$ cat config.mk
export PLATFORM = sky130hd
export DESIGN_NAME = param_reg_file
export DESIGN_NICKNAME = d
export VERILOG_FILES = /design/src/rtl/param_reg_file.sv
export SDC_FILE = /design/constraint.sdc
export NUM_CORES = 1
export LEC_CHECK = 0
export ABC_AREA = 1
export CAP_MARGIN = 20
export CELL_PAD_IN_SITES_DETAIL_PLACEMENT = 0
export CELL_PAD_IN_SITES_GLOBAL_PLACEMENT = 1
export CORE_ASPECT_RATIO = 0.7
export CORE_MARGIN = 4
export CORE_UTILIZATION = 45
export DETAILED_ROUTE_END_ITERATION = 16
export PLACE_DENSITY_LB_ADDON = 0.05
export SLEW_MARGIN = 0
export SYNTH_ARGS = -nofsm -noshare
export SYNTH_HDL_FRONTEND = slang
export SYNTH_SLANG_ARGS = --single-unit
export TNS_END_PERCENT = 1
$ cat constraint.sdc
create_clock -name clock_i -period 7.13 [get_ports clock_i]
set_clock_uncertainty 0.1 [all_clocks]
set_input_delay 0.713 -clock clock_i [delete_from_list [all_inputs] [get_ports clock_i]]
set_output_delay 0.713 -clock clock_i [all_outputs]
set_load 0.05 [all_outputs]
$ cat src/rtl/param_reg_file.sv
// NUM_REGS x WIDTH register file: clear / lane-masked load / dec / inc on every enabled register,
// two combinational read ports, registered wrap/zero. Optional macro RF_BYPASS_EN: reads show next state.
module param_reg_file_cell #(
  parameter int WIDTH     = 16,
  parameter int LANE_W    = 8,
  parameter int NUM_LANES = 2
) (
  input  logic                 clock_i,
  input  logic                 reset_i,
  input  logic                 we_i,
  input  logic [1:0]           fun_sel_i,
  input  logic [WIDTH-1:0]     in_i,
  input  logic [NUM_LANES-1:0] lane_en_i,
  output logic [WIDTH-1:0]     q_o,
  output logic [WIDTH-1:0]     d_o,
  output logic                 wrap_o
);
  logic [WIDTH-1:0] r_q, r_d;

  // r_d is what this register would hold if written this cycle
  always_comb begin
    r_d    = r_q;
    wrap_o = 1'b0;
    case (fun_sel_i)
      2'b00: r_d = '0;
      2'b01: begin
        for (int k = 0; k < NUM_LANES; k++)
          if (lane_en_i[k]) r_d[k*LANE_W +: LANE_W] = in_i[k*LANE_W +: LANE_W];
      end
      2'b10: begin
        r_d    = r_q - WIDTH'(1);
        wrap_o = (r_q == '0);
      end
      default: begin
        r_d    = r_q + WIDTH'(1);
        wrap_o = &r_q;
      end
    endcase
  end

  always_ff @(posedge clock_i or posedge reset_i) begin
    if (reset_i)   r_q <= '0;
    else if (we_i) r_q <= r_d;
  end

  assign q_o = r_q;
  assign d_o = r_d;
endmodule

module param_reg_file #(
  parameter  int WIDTH     = 16,
  parameter  int NUM_REGS  = 8,
  parameter  int LANE_W    = 8,
  localparam int NUM_LANES = WIDTH / LANE_W,
  localparam int SEL_W     = $clog2(NUM_REGS)
) (
  input  logic                 clock_i,
  input  logic                 reset_i,
  input  logic [WIDTH-1:0]     in_i,
  input  logic [NUM_LANES-1:0] lane_en_i,
  input  logic [1:0]           fun_sel_i,
  input  logic                 en_i,
  input  logic [NUM_REGS-1:0]  reg_en_i,
  input  logic [SEL_W-1:0]     O1Sel_i,
  input  logic [SEL_W-1:0]     O2Sel_i,
  output logic [WIDTH-1:0]     O1_o,
  output logic [WIDTH-1:0]     O2_o,
  output logic                 wrap_o,
  output logic                 zero_o
);
  localparam int DEPTH = 1 << SEL_W;

  logic [NUM_REGS-1:0][WIDTH-1:0] q, d;
  logic [NUM_REGS-1:0]            wr, cell_wrap;
  logic [DEPTH-1:0][WIDTH-1:0]    rd_q;
  logic                           wrap_q, wrap_d, zero_q, zero_d, any_we;

  for (genvar i = 0; i < NUM_REGS; i++) begin : g_reg
    assign wr[i] = en_i & reg_en_i[i];
    param_reg_file_cell #(.WIDTH(WIDTH), .LANE_W(LANE_W), .NUM_LANES(NUM_LANES)) u_cell (
      .clock_i   (clock_i),
      .reset_i   (reset_i),
      .we_i      (wr[i]),
      .fun_sel_i (fun_sel_i),
      .in_i      (in_i),
      .lane_en_i (lane_en_i),
      .q_o       (q[i]),
      .d_o       (d[i]),
      .wrap_o    (cell_wrap[i])
    );
  end

  // Selects past NUM_REGS land on zero-filled padding entries
  for (genvar i = 0; i < DEPTH; i++) begin : g_pad
    if (i < NUM_REGS) begin : g_real
      assign rd_q[i] = q[i];
    end else begin : g_zero
      assign rd_q[i] = '0;
    end
  end

  assign any_we = en_i & (|reg_en_i);

  always_comb begin
    wrap_d = 1'b0;
    zero_d = 1'b0;
    for (int i = 0; i < NUM_REGS; i++) begin
      if (reg_en_i[i]) begin
        wrap_d = wrap_d | cell_wrap[i];
        zero_d = zero_d | (d[i] == '0);
      end
    end
  end

  always_ff @(posedge clock_i or posedge reset_i) begin
    if (reset_i) begin
      wrap_q <= 1'b0;
      zero_q <= 1'b0;
    end else if (any_we) begin
      wrap_q <= wrap_d;
      zero_q <= zero_d;
    end
  end

  assign wrap_o = wrap_q;
  assign zero_o = zero_q;

`ifdef RF_BYPASS_EN
  logic [DEPTH-1:0][WIDTH-1:0] rd_d;
  logic [DEPTH-1:0]            rd_we;
  for (genvar i = 0; i < DEPTH; i++) begin : g_byp
    if (i < NUM_REGS) begin : g_real
      assign rd_d[i]  = d[i];
      assign rd_we[i] = wr[i];
    end else begin : g_zero
      assign rd_d[i]  = '0;
      assign rd_we[i] = 1'b0;
    end
  end
  assign O1_o = rd_we[O1Sel_i] ? rd_d[O1Sel_i] : rd_q[O1Sel_i];
  assign O2_o = rd_we[O2Sel_i] ? rd_d[O2Sel_i] : rd_q[O2Sel_i];
`else
  assign O1_o = rd_q[O1Sel_i];
  assign O2_o = rd_q[O2Sel_i];
`endif
endmodule

# [Word level (Yosys, flattened, before mapping)]
# Index checks and enable logic that the tools add are counted.
[word_totals] wordCells=132 register_bits=130 input_bits=37 out_inout_bits=34
[op_classes] bitwise_logic=23 n_lt_le_gt_ge=2 n_addsub=16 mux=52 n_reduce_logical=27 n_eq_ne=2
[ops] cell="$pmux 16 s3" count=8
[ops] cell="$logic_not 16->1" count=16
[ops] cell="$add 16x1->16 const B" count=8
[ops] cell="$mux 8" count=16
[ops] cell="$reduce_and 16->1" count=8
[ops] cell="$sub 16x1->16 const B" count=8
[ops] cell="$bmux 16 s3" count=2
[ops] cell="$mux 16" count=2
[ops] cell="$mux 1" count=16
[ops] cell="$pmux 1 s2" count=8
[ops] cell="$or 1x1->1" count=14
[ops] cell="$and 1x1->1" count=9
[ops] cell="$lt 3x4->1 const B" count=2
[ops] cell="$reduce_or 8->1" count=1
[ops] cell="$eq 2x1->1 const B" count=1
[ops] cell="$eq 2x2->1 const B" count=1
[ops] cell="$logic_not 2->1" count=1
[ops] cell="$reduce_or 2->1" count=1

# [Longest topological paths before layout]
# Gate-level depths: netlist of the first run.
[logic_depth] ltp_word=18 ltp_mapped=31 depth_no_buf=26

# [Hierarchy]
# From an unflattened synthesis of the first run, not the netlist that was laid out.
[unflattened] hier_cells=3218 hier_area_um2=17689.5
[modules_own_cells] mod="param_reg_file_cell at g_reg[1].u_cell ..." area_each_um2=1834.3 n_inst=7 seq_area_each_um2=400.4 cells_each=324
[modules_own_cells] mod="param_reg_file" area_each_um2=3007.9 n_inst=1 seq_area_each_um2=50.0 cells_each=623
[modules_own_cells] mod="param_reg_file_cell at g_reg[0].u_cell" area_each_um2=1841.8 n_inst=1 seq_area_each_um2=400.4 cells_each=327

# [Worst setup path after synthesis of the first run]
# Ideal clock, no wire load.
[synth_timing] kind="input to output" from="input O1Sel_i[1]" to="output O1_o[10]" slack_ps=3851 t_required_ps=6317 arrival_time_ps=2466 path_stages=6 path_buffers=3 path_cell_list="clkbuf_1 -> inv_1 -> clkbuf_1 -> clkbuf_1 -> a221oi_1 -> a31oi_1"
[synth_between] elab_chain_len=2
[synth_lines] element="start: declaration" line="64" rtl="input logic [SEL_W-1:0] O1Sel_i,"
[synth_lines] element="$bmux 16 s3" line="143" rtl="assign O1_o = rd_q[O1Sel_i];"
[synth_lines] element="$mux 16 (implied by the code)" line="143"
[synth_lines] element="end: declaration" line="66" rtl="output logic [WIDTH-1:0] O1_o,"
# No other way between the ends. The select of a mux whose other input is x is not followed.

# [Worst setup path after layout of the first run]
[layout_timing] from="input fun_sel_i[0]" to="register zero_q, in the netlist zero_o"
[layout_between] elab_chain_len=18 elab_cells_between_ends=34 cone_classes="eq/ne (2); mux (16); bitwise (7); reduce/logical (9)"
[layout_lines] element="start: declaration" line="61" rtl="input logic [1:0] fun_sel_i,"
[layout_lines] element="$eq 2x2->1, or another cell as far along" line="24" rtl="case (fun_sel_i)"
[layout_lines] element="$pmux 16 s3" line="24"
[layout_lines] element="$logic_not 16->1" line="110" rtl="zero_d = zero_d | (d[i] == '0);"
[layout_lines] element="$mux 1" line="108" rtl="if (reg_en_i[i]) begin"
[layout_lines] element="$or 1x1->1" line="110"
[layout_lines] element="$mux 1" line="108"
[layout_lines] element="$or 1x1->1" line="110"
[layout_lines] element="$mux 1" line="108"
[layout_lines] element="[2 not listed]"
[layout_lines] element="$or 1x1->1" line="110"
[layout_lines] element="$mux 1" line="108"
[layout_lines] element="$or 1x1->1" line="110"
[layout_lines] element="$mux 1" line="108"
[layout_lines] element="$or 1x1->1" line="110"
[layout_lines] element="$mux 1" line="108"
[layout_lines] element="$or 1x1->1" line="110"
[layout_lines] element="$mux 1 *" line="108"
[layout_lines] element="end signal: assignment" line="121" rtl="zero_q <= zero_d;"
[layout_lines] element="end: declaration" line="76" rtl="logic wrap_q, wrap_d, zero_q, zero_d, any_we;"
# Every way passes the cells marked *; elsewhere a longest branch is shown, timed or not.
# A chain may end at the register's enable or synchronous reset.

==> metrics.md, run 1 <==
| Metric | Value |
|---|---|
| DR WL/cell | around 22 µm |
| Fraction of layout cells with a size suffix above 1 | under 10% |
| DR pass1 iterations | 6 |
| IO Pins | 71 |
| Top FF cell, synth | dfrtp_1 |
| Synth warn | 0 |
| Clock latency on the worst-skew pair | approximately 0.46 ns |
| Global route overflow | 0 |
| Clock power share | 23.3% |
| ANT nets after route | 0 |
| # port buffers | 70 |
| Most frequent cell after synthesis | nand2_1 |
| Slowest stage cell, crit path | nand2_8 |
| Syn avg cell area | about 5.4 µm² |
| Crit. End Element | register |
| Via Count | roughly 22000 |
| RSZ-0062 raised after global routing | false |
| Number of synthesized flops with an enable pin | 0 |
| Setup TNS Final | 0 ns |
| Post-route insts no fill | 3615 |
| Final Util | around half |
| Comb pwr share | approximately 50% |
| Hold Crit Class | reg2reg |
| Max incr delay on CP | between 0.7 and 0.8 ns |
| Seq pwr share | 26.5% |
| Initial antenna violation count | 2 |
| Max FO, Critical Path | around 140 |
| Chip Width | 240.5 µm |
| Leakage power | approximately 9 nW |
| Rel. slew slack | between 20% and 30% |
| Sequential-to-total area share from yosys stat | a little under a fifth |
| Maximum number of pins on one net before global-route repair | approximately 140 |
| Mapped cell area | ~17000 µm² |
| P&R area growth vs syn | 7.835% |
| Synthesized Nets | 3202 |
| Vias/cell | ~6.1 |
| Power per cell area | around 230 nW/µm² |
| Die area | 41060 µm² |
| DIE HEIGHT | between 150 and 200 µm |
| CTS max path bufs | 2 |
| Crit path DAT | roughly 5.3 ns |
| Top cells by area, synth | nand2_1 23%, dfrtp_1 19%, o21ai_0 9.8% |
| Routed WL | 81120 µm |
| Gpl congestion | 1.050 |
| Sw power | approximately 2.2 mW |
| Residual DRC | 0 |
| Num CTS Buffers | 17 |
| Number of global-route vias before repair | 19230 |
| GRT Total Usage | 38.61% |
| Number of setup buffers added after CTS | 0 |
| Hold buffers post-CTS | 0 |
| Fin. Hold Viols | 0 |
| CTS resizes | 0 |
| CTS tree | yes |
| First-pass GRT wire length | 120800 µm |
| Final worst path period share | 70.70% |
| FMAX | between 150 and 200 MHz |
| Dpl cells | 3581 |
| Worst path required time | 7.38 ns |
| Switching Share | between 50% and 60% |
| DP HPWL | ~60000 µm |
| Final critical-path required period | 5.041 ns |
| Synth area leader | nand2_1 |
| Clock Pin Slew Worst Setup and Hold Paths | 0.06 ns |
| FP Rows | just under 60 |
| Initial DRC count | between 3000 and 4000 |
| H-tree levels | 4 |
| FFs w/ async S/R, synth | between 90% and 100% |
| Core ar. | roughly 37000 µm² |
| Sink Count | 130 |
| Worst slew pin tran | between 1 and 1.5 ns |
| Layout filler cell count | between 4000 and 5000 |
| Worst Path Class, Setup | in2reg |
| Synth cell count leaders | 1058 x nand2_1, 376 x inv_1, 335 x o21ai_0 |
| CTS root buf | clkbuf_16 |
| Yosys top cell area share | approximately a quarter |
| Starting density of the core | between 40% and 50% |
| VDD IR max | approximately 0.19 mV |
| Fin nets | roughly 3200 |
| Internal power | roughly 2.1 mW |
| Synth Register Bits | 130 |
| Mapped Cells | approximately 3200 |
| Critical Path Most Common Cell | nand2_1 |
| Worst setup SP type | input pin |
| Hold slack | roughly 0.44 ns |
| Status | finished clean |
| Final slew viol count | 0 |
| Count of final setup violators | 0 |
| Synth cell types | 49 |
| Max Cap Viol | 0 |
==> sequential cells by signal, indices dropped and copies added (netlist names) <==
register      flops
zero_o            1
wrap_o            1
g.u_cell.q_o    128
==> worst paths after layout <==
path,slack (ns),depth (start not counted),start,to
min in group asynchronous,0.69,2,reset_i,g_reg[0].u_cell.q_o[11]
worst min register to register,0.44,2,zero_o,zero_o
worst max register to register,3.86,20,g_reg[1].u_cell.q_o[1],zero_o
worst min-delay path,0.44,2,zero_o,zero_o
worst max-delay path,2.09,27,fun_sel_i[0],zero_o
max in group asynchronous,4.89,3,reset_i,g_reg[6].u_cell.q_o[5]
==> worst max-delay path, delay by kind of cell <==
kind,cells,cell delay [ns]
and+or+nand+nor,20,3.06
buffers and inverters,6,1.31
adders and majority gates,1,0.13
==> cell usage in the layout, fill, tap and decap left out, drive strengths merged <==
master	n
a21boi	2
a21oi	171
a221oi	32
a22o	1
a22oi	8
a31oi	64
a32o	1
a41oi	16
and2	2
and3	1
buf	30
bufinv	4
clkbuf	19
clkdlybuf4s50	65
clkinv	10
clkinvlp	3
dfrtp	130
diode	3
ha	11
inv	382
nand2	1083
nand3	324
nand3b	12
nand4	45
nor2	271
nor3	23
nor4	19
o211ai	2
o21a	1
o21ai	351
o21bai	6
o22ai	9
o31ai	5
o41ai	8
or2	1
xnor2	1
xor2	11
==> routing by layer <==
metal  vias to the layer above  wire length, µm  global-route usage, %
met2                      1517            31420                  52.60
li1                      10320                -                      -
met4                         0             3257                  14.44
met5                         -                0                      0
met3                       172            10440                  8.653
met1                     10200            36010                  58.68
==> power groups by stage <==
stage               clock, mW  sequential, mW  combinational (mW)
finish                   1.00            1.14                2.16
detailed placement          0            1.13                2.07
global placement            0            1.13                2.06
floorplan                   0            1.02                1.49
global route             1.03            1.15                2.37
CTS                     0.997            1.12                2.08
==> layout make-up <==
type	count	area, µm²	area share, %
multi-input cells	2481	11500	62.66
flip-flops and latches	130	3253	17.72
inverters	387	1463	7.968
repair buffers	95	894.6	4.873
well taps	488	610.6	3.326
clock buffers	19	442.9	2.413
clock inverters	12	182.7	0.9951
diodes	3	7.507	0.04089
==> per-stage QoR <==
| step | power (mW) | instance area [µm²] | setup slack (ns) |
|---|---|---|---|
| final | 4.294 | 18360 | 2.089 |
| after global routing | 4.544 | 18350 | 1.886 |
| after CTS | 4.195 | 18350 | 2.330 |
| after detailed placement | 3.201 | 17720 | 1.860 |
| after global placement | 3.190 | 17720 | 1.913 |
| after floorplan | 2.511 | 17020 | 2.848 |
==> logic make-up (layout without fill, tap and decap cells) <==
family	count (synthesis)	count (layout)	synth area share, %
AOI/OAI and AO/OA	677	677	22.22
adders and majority gates	11	11	0.8085
DFF	130	130	19.11
xor gates and xnor gates	12	12	0.6174
other	0	3	0
buffers and inverters	543	513	13.32
and+or+nand+nor	1781	1781	43.93
Power figures use the tool's default switching activity.
==> run 2: changes to the inputs <==
Settings changed: CORE_UTILIZATION 45 to 43.
Clock period 7.13 ns to 5.2 ns, I/O delays scaled along.
==> metrics.md, run 2 (synthesis results as in run 1) <==
| Metric | Value |
|---|---|
| FP Rows | 60 (was 59) |
| CTS max path bufs | 2 (unchanged) |
| Hold slack | 0.4030 ns (was 0.4433 ns) |
| Crit-path cells | clkdlybuf4s50_1 > buf_4 > nor2_4 > buf_4 > ha_1 > inv_1 > o21ai_0 > a21oi_1 > nor2_1 > nor2_1 > nand2_1 > nand2_1 > nand3_1 > nand3_1 > nor2_1 > nand2_1 > nand2_1 > nor2_1 > nand3_1 > nor2_1 > nor2_1 |
| Critical path's top delay family | simple AND/OR/NAND/NOR gates (unchanged) |
| Global route overflow | 0 (unchanged) |
| # port buffers | 70 (unchanged) |
| VDD IR max | 0.2527 mV (was 0.1910 mV) |
| Worst path required time | 5.45 ns (was 7.38 ns) |
| Power per cell area | 312.7 nW/µm² (was 233.9 nW/µm²) |
| Commonest cells after routing, fill and taps aside | 1058 x nand2_1, 375 x inv_1, 335 x o21ai_0, 321 x nand3_1, 254 x nor2_1 (unchanged) |
| Max reg flops | 128 (unchanged) |
| DIE HEIGHT | 174.5 µm (was 170.7 µm) |
| Commonest non-fill, non-tap cell in the layout | nand2_1 (unchanged) |
| Core ar. | 38740 µm² (was 37280 µm²) |
| Num CTS Buffers | 17 (unchanged) |
| CTS tree | yes (unchanged) |
| Count of final setup violators | 0 (unchanged) |
| Hold Crit Class | in2async (was reg2reg) |
| Status | finished clean (unchanged) |
| P&R area growth vs syn | 8.908% (was 7.835%) |
| CTS resizes | 0 (unchanged) |
| First-pass GRT wire length | 123300 µm (was 120800 µm) |
| Final critical-path required period | around 4.1 ns |
| Rel. slew slack | 31.14% (was 24.88%) |
| ANT nets after route | 0 (unchanged) |
| Crit. End Element | register (unchanged) |
| Number of global-route vias before repair | 19600 (was 19230) |
| Fin nets | 3181 (was 3160) |
| Slowest stage cell, crit path | clkdlybuf4s50_1 (was nand2_8) |
| FMAX | about 240 MHz |
| Maximum number of pins on one net before global-route repair | 81 (was 138) |
| IO Pins | 71 (unchanged) |
| Residual DRC | 0 (unchanged) |
| Max FO, Critical Path | 14 (was 137) |
| Sink Count | 130 (unchanged) |
| Clock latency on the worst-skew pair | 0.46 ns (about the same) |
| Initial DRC count | 2953 (was 3639) |
| Die area | 42890 µm² (was 41060 µm²) |
| Via Count | 22290 (was 22210) |
| Hold buffers post-CTS | 0 (unchanged) |
| Leakage power | 9.300 nW (was 9.206 nW) |
| Initial antenna violation count | 6 (was 2) |
| Overall power | 5.798 mW (was 4.294 mW) |
| Worst slew pin tran | 1.032 ns (was 1.126 ns) |
| Final Util | 47.86% (was 49.24%) |
| Setup TNS Final | 0 ns (unchanged) |
| Max incr delay on CP | 0.47 ns (was 0.75 ns) |
| Clock Pin Slew Worst Setup and Hold Paths | 0.07 ns (was 0.06 ns) |
| Worst setup SP type | input pin (unchanged) |
| Crit path buf inv count | 4 (was 6) |
| Fin. Hold Viols | 0 (unchanged) |
| GRT Total Usage | 37.42% (was 38.61%) |
| Worst slack, placed | 0.7896 ns (was 1.860 ns) |
| Starting density of the core | 43.95% (was 45.67%) |
| Routed WL | 82340 µm (was 81120 µm) |
| Final worst path period share | roughly four fifths |
| RSZ-0062 raised after global routing | false (unchanged) |
| Post-route worst setup slack | 1.117 ns (was 2.089 ns) |
| Vias/cell | 6.064 (was 6.144) |
| Number of setup buffers added after CTS | 0 (unchanged) |
| H-tree levels | 4 (unchanged) |
| CTS root buf | clkbuf_16 (unchanged) |
| Gpl congestion | 1.009 (was 1.050) |
| Final slew viol count | 0 (unchanged) |
| Max Cap Viol | 0 (unchanged) |
| DP HPWL | 62060 µm (was 58720 µm) |
| Chip Width | 245.8 µm (was 240.5 µm) |
| Crit path DAT | 4.33 ns (was 5.29 ns) |
| DR pass1 iterations | 6 (unchanged) |
| DR WL/cell | 22.40 µm (was 22.44 µm) |
| Fraction of layout cells with a size suffix above 1 | 4.450% (was 3.745%) |
| Worst Path Class, Setup | in2reg (unchanged) |
| Critical Path Most Common Cell | nor2_1 (was nand2_1) |
==> run 2: changes by cell type in the layout (fill, tap and decap cells not counted), sizes merged <==
cell / previous run / this run
clkinv: 10 / 12
buf: 30 / 51
bufinv: 4 / 1
clkbuf: 19 / 17
inv: 382 / 387
clkinvlp: 3 / 2
==> run 2: worst paths after layout <==
check / from / endpoint / slack, ns / depth (start not counted)
max in group asynchronous: reset_i / g_reg[3].u_cell.q_o[2] / 3.50 / 3
max: fun_sel_i[0] / zero_o / 1.12 / 21
min in group clock_i: g_reg[6].u_cell.q_o[1] / g_reg[6].u_cell.q_o[1] / 0.45 / 2
min: reset_i / g_reg[0].u_cell.q_o[11] / 0.40 / 2
max reg2reg: g_reg[1].u_cell.q_o[1] / zero_o / 1.99 / 23
min reg2reg: g_reg[6].u_cell.q_o[1] / g_reg[6].u_cell.q_o[1] / 0.45 / 2
==> run 2: through the flow <==
step | instance area (µm²) | std cells
final | 18540 | 3676
after global placement | 17900 | 3639
after detailed placement | 17930 | 3640
after CTS | 18510 | 3672
after floorplan | 17020 | 3154
after global routing | 18530 | 3673
==> run 2: worst register-to-register path, cell delays in order (launching register included) <==
cell	delay (ns)
dfrtp_1	0.38
inv_1	0.17
nand2_1	0.11
nand2_1	0.06
inv_1	0.06
ha_1	0.13
inv_1	0.03
nand2_1	0.11
inv_1	0.07
nor2_1	0.16
nand3_1	0.10
nand2_1	0.17
nand2_1	0.07
nand2_1	0.06
nor2_1	0.05
nor2_1	0.11
nand2_1	0.09
nor2_1	0.12
nand2_1	0.07
o21bai_1	0.41
nor2_1	0.22
nand3_1	0.17
nor2_1	0.06
nor2_1	0.08
==> run 2: area by class of cell <==
cell class	instances	area, µm²
diodes	3	7.507
clock buffers	17	425.4
clock inverters	15	148.9
fillers	4307	20200
inverters	387	1463
multi-input cells	2481	11500
flip-flops and latches	130	3253
well taps	527	659.4
repair buffers	116	1080
==> run 2: report_power, final <==
group / leakage, nW / internal [mW] / switching (mW) / total, mW
combinational: 7.40 / 0.833 / 2.15 / 2.98
sequential: 1.62 / 1.20 / 0.364 / 1.57
clock: 0.277 / 0.671 / 0.576 / 1.25
==> run 2: metal layers <==
layer / share of wire [%] / track usage, %
met1: 44 / 56.04
met2: 39 / 50.64
met3: 13 / 9.931
met4: 4.4 / 13.96
met5: 0.051 / 0
